<file path="src/rtl/sdio_mux_sequencer_pkg.sv">
// Shared types and constants for the SDIO mux switch-over sequencer.
// Per-state output helpers keep the output decode in one place.
package sdio_mux_sequencer_pkg;

  typedef enum logic [2:0] {
    ST_IDLE    = 3'd0,
    ST_DRAIN   = 3'd1,
    ST_GATE    = 3'd2,
    ST_PWR_OFF = 3'd3,
    ST_SWITCH  = 3'd4,
    ST_PWR_ON  = 3'd5
  } seq_state_e;

  localparam logic SEL_SD   = 1'b0;
  localparam logic SEL_EMMC = 1'b1;

  // Card power is removed only around the mux flip.
  function automatic logic state_pwr_en(input seq_state_e s);
    return !((s == ST_PWR_OFF) || (s == ST_SWITCH));
  endfunction

  function automatic logic state_gate_en(input seq_state_e s);
    return (s == ST_IDLE) || (s == ST_DRAIN);
  endfunction

  function automatic logic state_busy(input seq_state_e s);
    return (s != ST_IDLE);
  endfunction

endpackage

</file>
<file path="src/rtl/sdio_mux_sequencer_if.sv">
// Control/status bundle between the SDIO control register side and the sequencer.
interface sdio_mux_sequencer_if;
  logic sel_req;
  logic bus_active;
  logic mux_sel;
  logic card_pwr_en;
  logic clk_gate_en;
  logic busy;
  logic done;
  logic timeout;

  modport master (
    output sel_req, bus_active,
    input  mux_sel, card_pwr_en, clk_gate_en, busy, done, timeout
  );

  modport slave (
    input  sel_req, bus_active,
    output mux_sel, card_pwr_en, clk_gate_en, busy, done, timeout
  );
endinterface

</file>
<file path="src/rtl/sdio_mux_sequencer_timer.sv">
// Down-counter used for per-state dwell times; load wins, then counts to zero and holds.
module sdio_seq_timer #(
  parameter int CNT_W = 8
) (
  input  logic             pclk,
  input  logic             preset,
  input  logic             load,
  input  logic [CNT_W-1:0] load_val,
  output logic             zero
);

  logic [CNT_W-1:0] count_r;

  // Counter register: load on state entry, otherwise decrement toward zero.
  always_ff @(posedge pclk) begin
    if (preset) begin
      count_r <= {CNT_W{1'b0}};
    end else if (load) begin
      count_r <= load_val;
    end else if (count_r != {CNT_W{1'b0}}) begin
      count_r <= count_r - {{(CNT_W-1){1'b0}}, 1'b1};
    end else begin
      count_r <= count_r;
    end
  end

  assign zero = (count_r == {CNT_W{1'b0}});

endmodule

</file>
<file path="src/rtl/sdio_mux_sequencer.sv">
// Sequences a safe switch-over of the shared SDIO mux between SD card and eMMC:
// drain, gate clock, power off, flip, power on and settle, ungate.
module sdio_mux_sequencer
  import sdio_mux_sequencer_pkg::*;
#(
  parameter logic RESET_SEL     = SEL_SD,
  parameter int   GATE_CYCLES   = 2,
  parameter int   OFF_CYCLES    = 4,
  parameter int   SETTLE_CYCLES = 8,
  parameter int   DRAIN_TIMEOUT = 64,
  parameter int   CNT_W         = 8
) (
  input logic                  pclk,
  input logic                  preset,
  sdio_mux_sequencer_if.slave  bus
);

  localparam logic [CNT_W-1:0] DRAIN_LD  = CNT_W'(DRAIN_TIMEOUT - 1);
  localparam logic [CNT_W-1:0] GATE_LD   = CNT_W'(GATE_CYCLES - 1);
  localparam logic [CNT_W-1:0] OFF_LD    = CNT_W'(OFF_CYCLES - 1);
  localparam logic [CNT_W-1:0] SETTLE_LD = CNT_W'(SETTLE_CYCLES - 1);

  seq_state_e       state_r, state_s;
  logic             target_r, target_s;
  logic             mux_sel_r, mux_sel_s;
  logic             card_pwr_en_r;
  logic             clk_gate_en_r;
  logic             busy_r;
  logic             done_r, done_s;
  logic             timeout_r, timeout_s;
  logic             load_s;
  logic [CNT_W-1:0] load_val_s;
  logic             timer_zero_s;

  sdio_seq_timer #(.CNT_W(CNT_W)) u_timer (
    .pclk     (pclk),
    .preset   (preset),
    .load     (load_s),
    .load_val (load_val_s),
    .zero     (timer_zero_s)
  );

  // Next-state, timer load and next registered output values.
  always_comb begin
    state_s    = state_r;
    target_s   = target_r;
    mux_sel_s  = mux_sel_r;
    timeout_s  = timeout_r;
    done_s     = 1'b0;
    load_s     = 1'b0;
    load_val_s = {CNT_W{1'b0}};
    case (state_r)
      ST_IDLE: begin
        if (bus.sel_req != mux_sel_r) begin
          state_s    = ST_DRAIN;
          target_s   = bus.sel_req;
          timeout_s  = 1'b0;
          load_s     = 1'b1;
          load_val_s = DRAIN_LD;
        end else begin
          state_s = ST_IDLE;
        end
      end
      ST_DRAIN: begin
        // An idle bus wins over an expiring timer on the same cycle.
        if (!bus.bus_active) begin
          state_s    = ST_GATE;
          load_s     = 1'b1;
          load_val_s = GATE_LD;
        end else if (timer_zero_s) begin
          state_s    = ST_GATE;
          timeout_s  = 1'b1;
          load_s     = 1'b1;
          load_val_s = GATE_LD;
        end else begin
          state_s = ST_DRAIN;
        end
      end
      ST_GATE: begin
        if (timer_zero_s) begin
          state_s    = ST_PWR_OFF;
          load_s     = 1'b1;
          load_val_s = OFF_LD;
        end else begin
          state_s = ST_GATE;
        end
      end
      ST_PWR_OFF: begin
        if (timer_zero_s) begin
          state_s   = ST_SWITCH;
          mux_sel_s = target_r;
        end else begin
          state_s = ST_PWR_OFF;
        end
      end
      ST_SWITCH: begin
        state_s    = ST_PWR_ON;
        load_s     = 1'b1;
        load_val_s = SETTLE_LD;
      end
      ST_PWR_ON: begin
        if (timer_zero_s) begin
          state_s = ST_IDLE;
          done_s  = 1'b1;
        end else begin
          state_s = ST_PWR_ON;
        end
      end
      default: begin
        state_s = ST_IDLE;
      end
    endcase
  end

  // State and output registers; outputs reflect the state being entered.
  always_ff @(posedge pclk) begin
    if (preset) begin
      state_r       <= ST_IDLE;
      target_r      <= RESET_SEL;
      mux_sel_r     <= RESET_SEL;
      card_pwr_en_r <= 1'b1;
      clk_gate_en_r <= 1'b1;
      busy_r        <= 1'b0;
      done_r        <= 1'b0;
      timeout_r     <= 1'b0;
    end else begin
      state_r       <= state_s;
      target_r      <= target_s;
      mux_sel_r     <= mux_sel_s;
      card_pwr_en_r <= state_pwr_en(state_s);
      clk_gate_en_r <= state_gate_en(state_s);
      busy_r        <= state_busy(state_s);
      done_r        <= done_s;
      timeout_r     <= timeout_s;
    end
  end

  assign bus.mux_sel     = mux_sel_r;
  assign bus.card_pwr_en = card_pwr_en_r;
  assign bus.clk_gate_en = clk_gate_en_r;
  assign bus.busy        = busy_r;
  assign bus.done        = done_r;
  assign bus.timeout     = timeout_r;

endmodule
</file>
<file path="src/flat_wrapper.sv">
// flat-port wrapper written by rule: the top's interface ports become plain ports
module sdio_mux_sequencer_flat import sdio_mux_sequencer_pkg::*;
#(
  parameter logic RESET_SEL     = SEL_SD,
  parameter int   GATE_CYCLES   = 2,
  parameter int   OFF_CYCLES    = 4,
  parameter int   SETTLE_CYCLES = 8,
  parameter int   DRAIN_TIMEOUT = 64,
  parameter int   CNT_W         = 8
)
  (pclk, preset, bus_sel_req, bus_bus_active, bus_mux_sel, bus_card_pwr_en, bus_clk_gate_en, bus_busy, bus_done, bus_timeout);
  sdio_mux_sequencer_if bus_i ();
  input logic pclk;
  input logic preset;
  input wire logic [$bits(bus_i.sel_req)-1:0] bus_sel_req;
  input wire logic [$bits(bus_i.bus_active)-1:0] bus_bus_active;
  output wire logic [$bits(bus_i.mux_sel)-1:0] bus_mux_sel;
  output wire logic [$bits(bus_i.card_pwr_en)-1:0] bus_card_pwr_en;
  output wire logic [$bits(bus_i.clk_gate_en)-1:0] bus_clk_gate_en;
  output wire logic [$bits(bus_i.busy)-1:0] bus_busy;
  output wire logic [$bits(bus_i.done)-1:0] bus_done;
  output wire logic [$bits(bus_i.timeout)-1:0] bus_timeout;
  assign bus_i.sel_req = bus_sel_req;
  assign bus_i.bus_active = bus_bus_active;
  assign bus_mux_sel = bus_i.mux_sel;
  assign bus_card_pwr_en = bus_i.card_pwr_en;
  assign bus_clk_gate_en = bus_i.clk_gate_en;
  assign bus_busy = bus_i.busy;
  assign bus_done = bus_i.done;
  assign bus_timeout = bus_i.timeout;
  sdio_mux_sequencer #(.RESET_SEL(RESET_SEL), .GATE_CYCLES(GATE_CYCLES), .OFF_CYCLES(OFF_CYCLES), .SETTLE_CYCLES(SETTLE_CYCLES), .DRAIN_TIMEOUT(DRAIN_TIMEOUT), .CNT_W(CNT_W)) u_core (.pclk(pclk), .preset(preset), .bus(bus_i));
endmodule
</file>
<file path="config.mk">
export PLATFORM = sky130hd
export DESIGN_NAME = sdio_mux_sequencer_flat
export DESIGN_NICKNAME = d
export VERILOG_FILES = /design/src/rtl/sdio_mux_sequencer_pkg.sv /design/src/rtl/sdio_mux_sequencer_if.sv /design/src/rtl/sdio_mux_sequencer_timer.sv /design/src/rtl/sdio_mux_sequencer.sv /design/src/flat_wrapper.sv
export SDC_FILE = /design/constraint.sdc
export NUM_CORES = 1
export LEC_CHECK = 0
export CAP_MARGIN = 20
export CORE_ASPECT_RATIO = 0.8
export CORE_MARGIN = 2
export CORE_UTILIZATION = 54
export DETAILED_ROUTE_END_ITERATION = 8
export PLACE_DENSITY = 0.75
export SETUP_SLACK_MARGIN = 0.3
export SLEW_MARGIN = 20
export SYNTH_ARGS = -nofsm -noshare
export SYNTH_HDL_FRONTEND = slang
export SYNTH_HIERARCHICAL = 1
export SYNTH_SLANG_ARGS = --single-unit
export TNS_END_PERCENT = 100
</file>
<file path="constraint.sdc">
create_clock -name pclk -period 3.1 [get_ports pclk]
set_input_delay 0.62 -clock pclk [delete_from_list [all_inputs] [get_ports pclk]]
set_output_delay 0.62 -clock pclk [all_outputs]
set_load 0.02 [all_outputs]
</file>
# Word level (Yosys, flattened, before mapping)
# Index checks and enable logic that the tools add are counted.
# op_classes
add_sub_neg	1
mux	22
bitwise_logic	1
n_eq_ne	12
reduce_logical	14
# op_table
op	n
$pmux 8 s4	1
$mux 8	3
$pmux 3 s6	1
$eq 3x2->1 const B	3
$eq 3x3->1 const B	3
$mux 1	9
$mux 3	3
$logic_not 8->1	1
$reduce_bool 8->1	1
$sub 8x1->8 const B	1
$eq 3x1->1 const B	2
$logic_not 3->1	2
$mux 6	1
$mux 2	2
$ne 2x1->1 const B	2
$pmux 1 s4	1
$reduce_and 2->1	2
$reduce_and 4->1	1
$reduce_bool 2->1	2
$reduce_bool 3->1	1
$logic_or 1x1->1	2
$ne 2x2->1 const B	1
$pmux 1 s2	1
$reduce_or 2->1	1
3 further kinds	3
# word_totals
ff_bits	18
output_inout_bits	6
input_bits	4
word_cells	59

# Longest topological paths before layout
# depth
ltp_word	7
mapped_depth	12
mapped_depth_nobuf	10

# Hierarchy
# The synthesis kept the hierarchy.
# by_module_without_submodules
mod	area_each_um2	n_inst	seq_area_each_um2	cells_per_inst
sdio_mux_sequencer	508.0	1	200.2	55
sdio_seq_timer	475.5	1	160.2	53

# Worst setup path after synthesis
# Ideal clock, no wire load.
# synth_path
kind	register to register
from	reg u_core.u_timer.count_r[3]
to	reg u_core.u_timer.count_r[0]
path_stages_with_launch	12
synth_period_minus_slack_ns	2.358
setup_slack_ns	0.742
required_ns	2.970
n_path_buf	2
t_arrival_ns	2.229
setup_ns	0.130
path_cell_list	dfxtp_1 nor4_4 and4bb_1 buf_6 and2b_1 o21ai_0 o21ai_0 o22ai_1 clkbuf_1 nor3_1 nand2_1 o211ai_2
# synth_via
elab_chain_len	5
elab_cells_between_ends	11
classes_between	mux (8); reduce/logical (3)
# synth_lines
element	line_no	rtl
start, declared	sdio_mux_sequencer_timer.sv:12	logic [CNT_W-1:0] count_r;
start signal, assigned	sdio_mux_sequencer_timer.sv:17	count_r <= {CNT_W{1'b0}};
start signal, assigned	sdio_mux_sequencer_timer.sv:19	count_r <= load_val;
start signal, assigned	sdio_mux_sequencer_timer.sv:21	count_r <= count_r - {{(CNT_W-1){1'b0}}, 1'b1};
$logic_not 8->1 (*)	sdio_mux_sequencer_timer.sv:27	assign zero = (count_r == {CNT_W{1'b0}});
net u_core.timer_zero_s	sdio_mux_sequencer.sv:33	logic timer_zero_s;
$mux 1 (*)	sdio_mux_sequencer.sv:70, sdio_mux_sequencer.sv:80	
$mux 1	sdio_mux_sequencer.sv:66	if (!bus.bus_active) begin
$pmux 1 s4 (*)	sdio_mux_sequencer.sv:52	case (state_r)
net u_core.load_s	sdio_mux_sequencer.sv:31	logic load_s;
$mux 8 / $reduce_bool 2->1 (equally long branches)	--	
# Mark *: on every way through the listed nets, which the timed path passes. The rest lies on a longest branch.
# A chain may end at the register's enable or synchronous reset.

# Worst setup path after layout
# layout_path
from	reg u_core.u_timer.count_r[0]
to	reg u_core.u_timer.count_r[5]
# The elaborated chain is that of the path after synthesis.

==> results.txt <==
----------------------------------------------------
[Clock network]
  Num Clock Sinks ... 18
  Max H-tree Level ... 1
  Buffers inserted by post-CTS timing repair ... 0
  Num CTS Buffers ... 3
  Clock tree from TritonCTS ... built
  Clk_lat worst skew ... 0.29 ns
  Clock Root Buffer ... sky130_fd_sc_hd__clkbuf_4
  Number of cells upsized or downsized after cts ... 0
  Register clock-pin slew on the reported worst setup and hold paths ... 0.10 ns
  # hold bufs at CTS ... 0
  Maximum buffer depth of the clock tree ... 2

[Die]
  DIE HEIGHT ... 42.2 um
  Core footprint ... 1680 um^2
  Floorplan row count ... 13
  I/O pin count ... 10
  Chip width ... 51.7 um
  Total Die Area ... 2180 um^2
  Starting density of the core ... 0.587

[STA]
  Worst hold slack ... 0.555 ns
  Final worst path period share ... 0.789
  Final count of hold timing violations ... 0
  Final number of setup-violating endpoints ... 0
  Relative max-transition margin ... 0.665
  Peak clock frequency supported by timing ... 0.409 GHz
  Final Slew Violations ... 0
  Transition at the pin with the smallest max-transition slack ... 0.501 ns
  Final total negative setup slack ... 0 ns
  Worst-case clock skew ... 0.00513 ns
  Setup repair after global routing missed its margin ... no
  Final critical path time including I/O delays and setup ... 2.45 ns

[Logic synthesis]
  Number of synthesized register bits ... 18
  Post-synthesis cell area ... 983 um^2
  Library cell with the largest summed area after synthesis ... sky130_fd_sc_hd__dfxtp_1
  Post-Syn Area per Cell ... 9.11 um^2
  Synthesis warning total ... 6
  Cell types occupying the most area after synthesis ... sky130_fd_sc_hd__dfxtp_1 37%, sky130_fd_sc_hd__nand2_1 4.2%, sky130_fd_sc_hd__nor3_1 3.6%
  Count of flip-flops with a built-in enable after synthesis ... 0
  Sequential element share of the synthesized area ... 0.366
  Fraction of post-synthesis cell area in the top cell type by area ... 0.366
  FFs w/ async S/R, synth ... 0
  Number of standard cells after synthesis ... 108
  Most used DFF post-synth ... sky130_fd_sc_hd__dfxtp_1
  Count of unique library cells instantiated by Yosys ... 45

[Layout]
  Count of inserted antenna diode cells ... 0
  Number of nets in the layout ... 124
  Layout cells sized above 1 ... 0.119
  Syn-to-layout area delta ... 14.2%
  Fraction of the core area covered by cells at the end of the flow ... 0.671
  Finished Cell Area ... 1120 um^2

[Worst setup path]
  Data arrival, critical path ... 2.64 ns
  Most common cell on crit path ... sky130_fd_sc_hd__o21ai_0
  Endpoint kind of the worst setup timing path ... flop
  Endpoint of the most critical register-to-register path ... u_core/u_timer/count_r[5]
  Critical Path Start Type ... flop
  Buffers plus inverters on the worst setup path ... 2
  Type of the setup path with the least slack ... reg2reg
  Number of cells on the worst reg-to-reg path ... 10
  CP peak stage delay ... 0.40 ns
  Reg2reg setup slack ... 0.65 ns
  Critical path peak fanout ... 15
  CP top delay family ... simple AND/OR/NAND/NOR gates
  Critical path required time ... 3.30 ns
  R2R Path Start ... u_core/u_timer/count_r[0]
  Critical-path cell list ... inv_1 -> ha_1 -> and4bb_1 -> and2b_1 -> o21ai_0 -> o21ai_0 -> o22ai_1 -> buf_4 -> or2_2 -> o32ai_1
  Slowest CP cell ... sky130_fd_sc_hd__dfxtp_1

[Power]
  Cell internal pwr ... 0.000615 W
  Power density of the placed cells ... 907 nW/um^2
  Peak ir drop on the vdd network ... 506 uV
  Power, Total ... 0.00102 W
  Switch Pwr ... 0.000404 W
  Static leakage ... 0.416 nW
  Share of total power in the clock network ... 0.140
  Switching share of power ... 0.396
  Share of total power in combinational logic ... 0.487
  Part of the power in registers ... 0.373

[Global route]
  Overflow left after global routing ... 0
  Largest net degree at the start of global routing ... 16
  Via count of the first global-routing pass ... 686
  Initial antenna violation count ... 0
  Gr usage total ... 0.196
  Global-route wire length before repair ... 3170 um

[Hold path]
  Hold path start ... u_core/target_r
  Hold Crit Class ... reg2reg
  Capture endpoint of the worst hold path ... u_core/bus.mux_sel
  Depth of the worst hold-timing path ... 2

[Detailed routing]
  Via count ... 785
  Iteration-0 DRC count of the detailed router ... 14
  TritonRoute pass-1 iters ... 4
  Avg Vias per Cell ... 5.61
  Number of nets still failing antenna checks after routing ... 0
  Routed wire per std cell ... 13.2 um
  DRC ... 0
  Drt total wl ... 1850 um

[Place]
  Post-detail-place hpwl ... 1350 um
  Total placed instance area ... 1090 um^2
  Count of buffers from port buffering ... 9
  RD Place Congestion ... 0.770

[Status]
  Result of the run ... finished clean

[Job]
  MaxCap Viol Count ... 0

----------------------------------------------------
[state kept, by name (all words and copies together), names as in the netlist]
name	flops
u_core/state_r	3
u_core/bus.card_pwr_en	1
u_core/bus.done	1
u_core/bus.mux_sel	1
u_core/bus.busy	1
u_core/bus.timeout	1
u_core/u_timer/count_r	8
u_core/bus.clk_gate_en	1
u_core/target_r	1
[worst max path at each step]
stage / startpoint / cells past startpoint / to
2_1_floorplan: u_core/u_timer/count_r[3] / 11 / u_core/u_timer/count_r[0]
3_3_place_gp: bus_sel_req / 8 / u_core/u_timer/count_r[5]
3_5_place_dp: bus_sel_req / 8 / u_core/u_timer/count_r[5]
4_1_cts: u_core/u_timer/count_r[0] / 10 / u_core/u_timer/count_r[5]
5_1_grt: u_core/u_timer/count_r[0] / 10 / u_core/u_timer/count_r[5]
6_report: u_core/u_timer/count_r[0] / 10 / u_core/u_timer/count_r[5]
[final cells by class]
cell class / count / area (um^2)
Clock buffer: 4 / 36.3
Fill cell: 150 / 552
Inverter: 3 / 11.3
Multi-Input combinational cell: 81 / 576
Sequential cell: 18 / 360
Tap cell: 22 / 27.5
Timing Repair Buffer: 12 / 113
[metrics by stage]
step,instances,worst slack (ns)
floorplan,109,0.742
global placement,136,0.511
detailed placement,136,0.365
CTS,140,0.636
global route,140,0.404
finish,140,0.653
[tightest hold or removal path, stage by stage, from the launching register on]
cell	delay [ns]
sky130_fd_sc_hd__dfxtp_1	0.37
sky130_fd_sc_hd__mux2i_1	0.08
sky130_fd_sc_hd__nor2_1	0.08
[routing by layer]
layer / part of all wire / up-vias / global-route usage
li1: - / 413 / -
met1: 0.53 / 359 / 0.286
met2: 0.43 / 11 / 0.262
met3: 0.036 / 2 / 0.0750
met4: 0.0065 / 0 / 0.0632
met5: 0 / - / 0
[cell usage after synthesis (2+ instances only)]
cell,n
sky130_fd_sc_hd__dfxtp_1,18
sky130_fd_sc_hd__nand2_1,11
sky130_fd_sc_hd__nor3_1,7
sky130_fd_sc_hd__nor2_1,6
sky130_fd_sc_hd__nand2b_1,4
sky130_fd_sc_hd__o32ai_1,4
sky130_fd_sc_hd__xnor2_1,4
sky130_fd_sc_hd__a211oi_1,3
sky130_fd_sc_hd__a21oi_1,3
sky130_fd_sc_hd__inv_1,3
sky130_fd_sc_hd__mux2i_1,3
sky130_fd_sc_hd__o21ai_0,3
sky130_fd_sc_hd__buf_2,2
sky130_fd_sc_hd__clkbuf_1,2
sky130_fd_sc_hd__nand3b_1,2
sky130_fd_sc_hd__nor2b_1,2
sky130_fd_sc_hd__nor3b_1,2
sky130_fd_sc_hd__o21a_1,2
[placed cells by master (no fill, tap or decap), drive strengths merged, types with 4 or more instances in the layout]
master          n
xnor2           4
clkbuf          4
nor3            7
dfxtp          18
clkdlybuf4s50   9
o32ai           4
nand2b          4
nand2          11
nor2            7
[power groups by stage]
stage | clock, W | sequential [W] | combinational (W)
after global routing | 0.000161 | 0.000390 | 0.000551
after detailed placement | 0 | 0.000383 | 0.000496
after floorplan | 0 | 0.000357 | 0.000375
final | 0.000143 | 0.000380 | 0.000497
after CTS | 0.000148 | 0.000378 | 0.000498
after global placement | 0 | 0.000382 | 0.000482
[cell families (layout without fill, tap and decap cells)]
logic type | count (synthesis) | after routing | share of synthesized area
simple gates | 45 | 45 | 0.290
mux | 3 | 3 | 0.0305
xor+xnor | 5 | 5 | 0.0445
other cells | 1 | 2 | 0.00381
fa+ha+maj | 1 | 1 | 0.0127
buf+inv | 10 | 19 | 0.0522
compound gates | 25 | 25 | 0.200
flops | 18 | 18 | 0.366
Power figures use the tool's default switching activity.
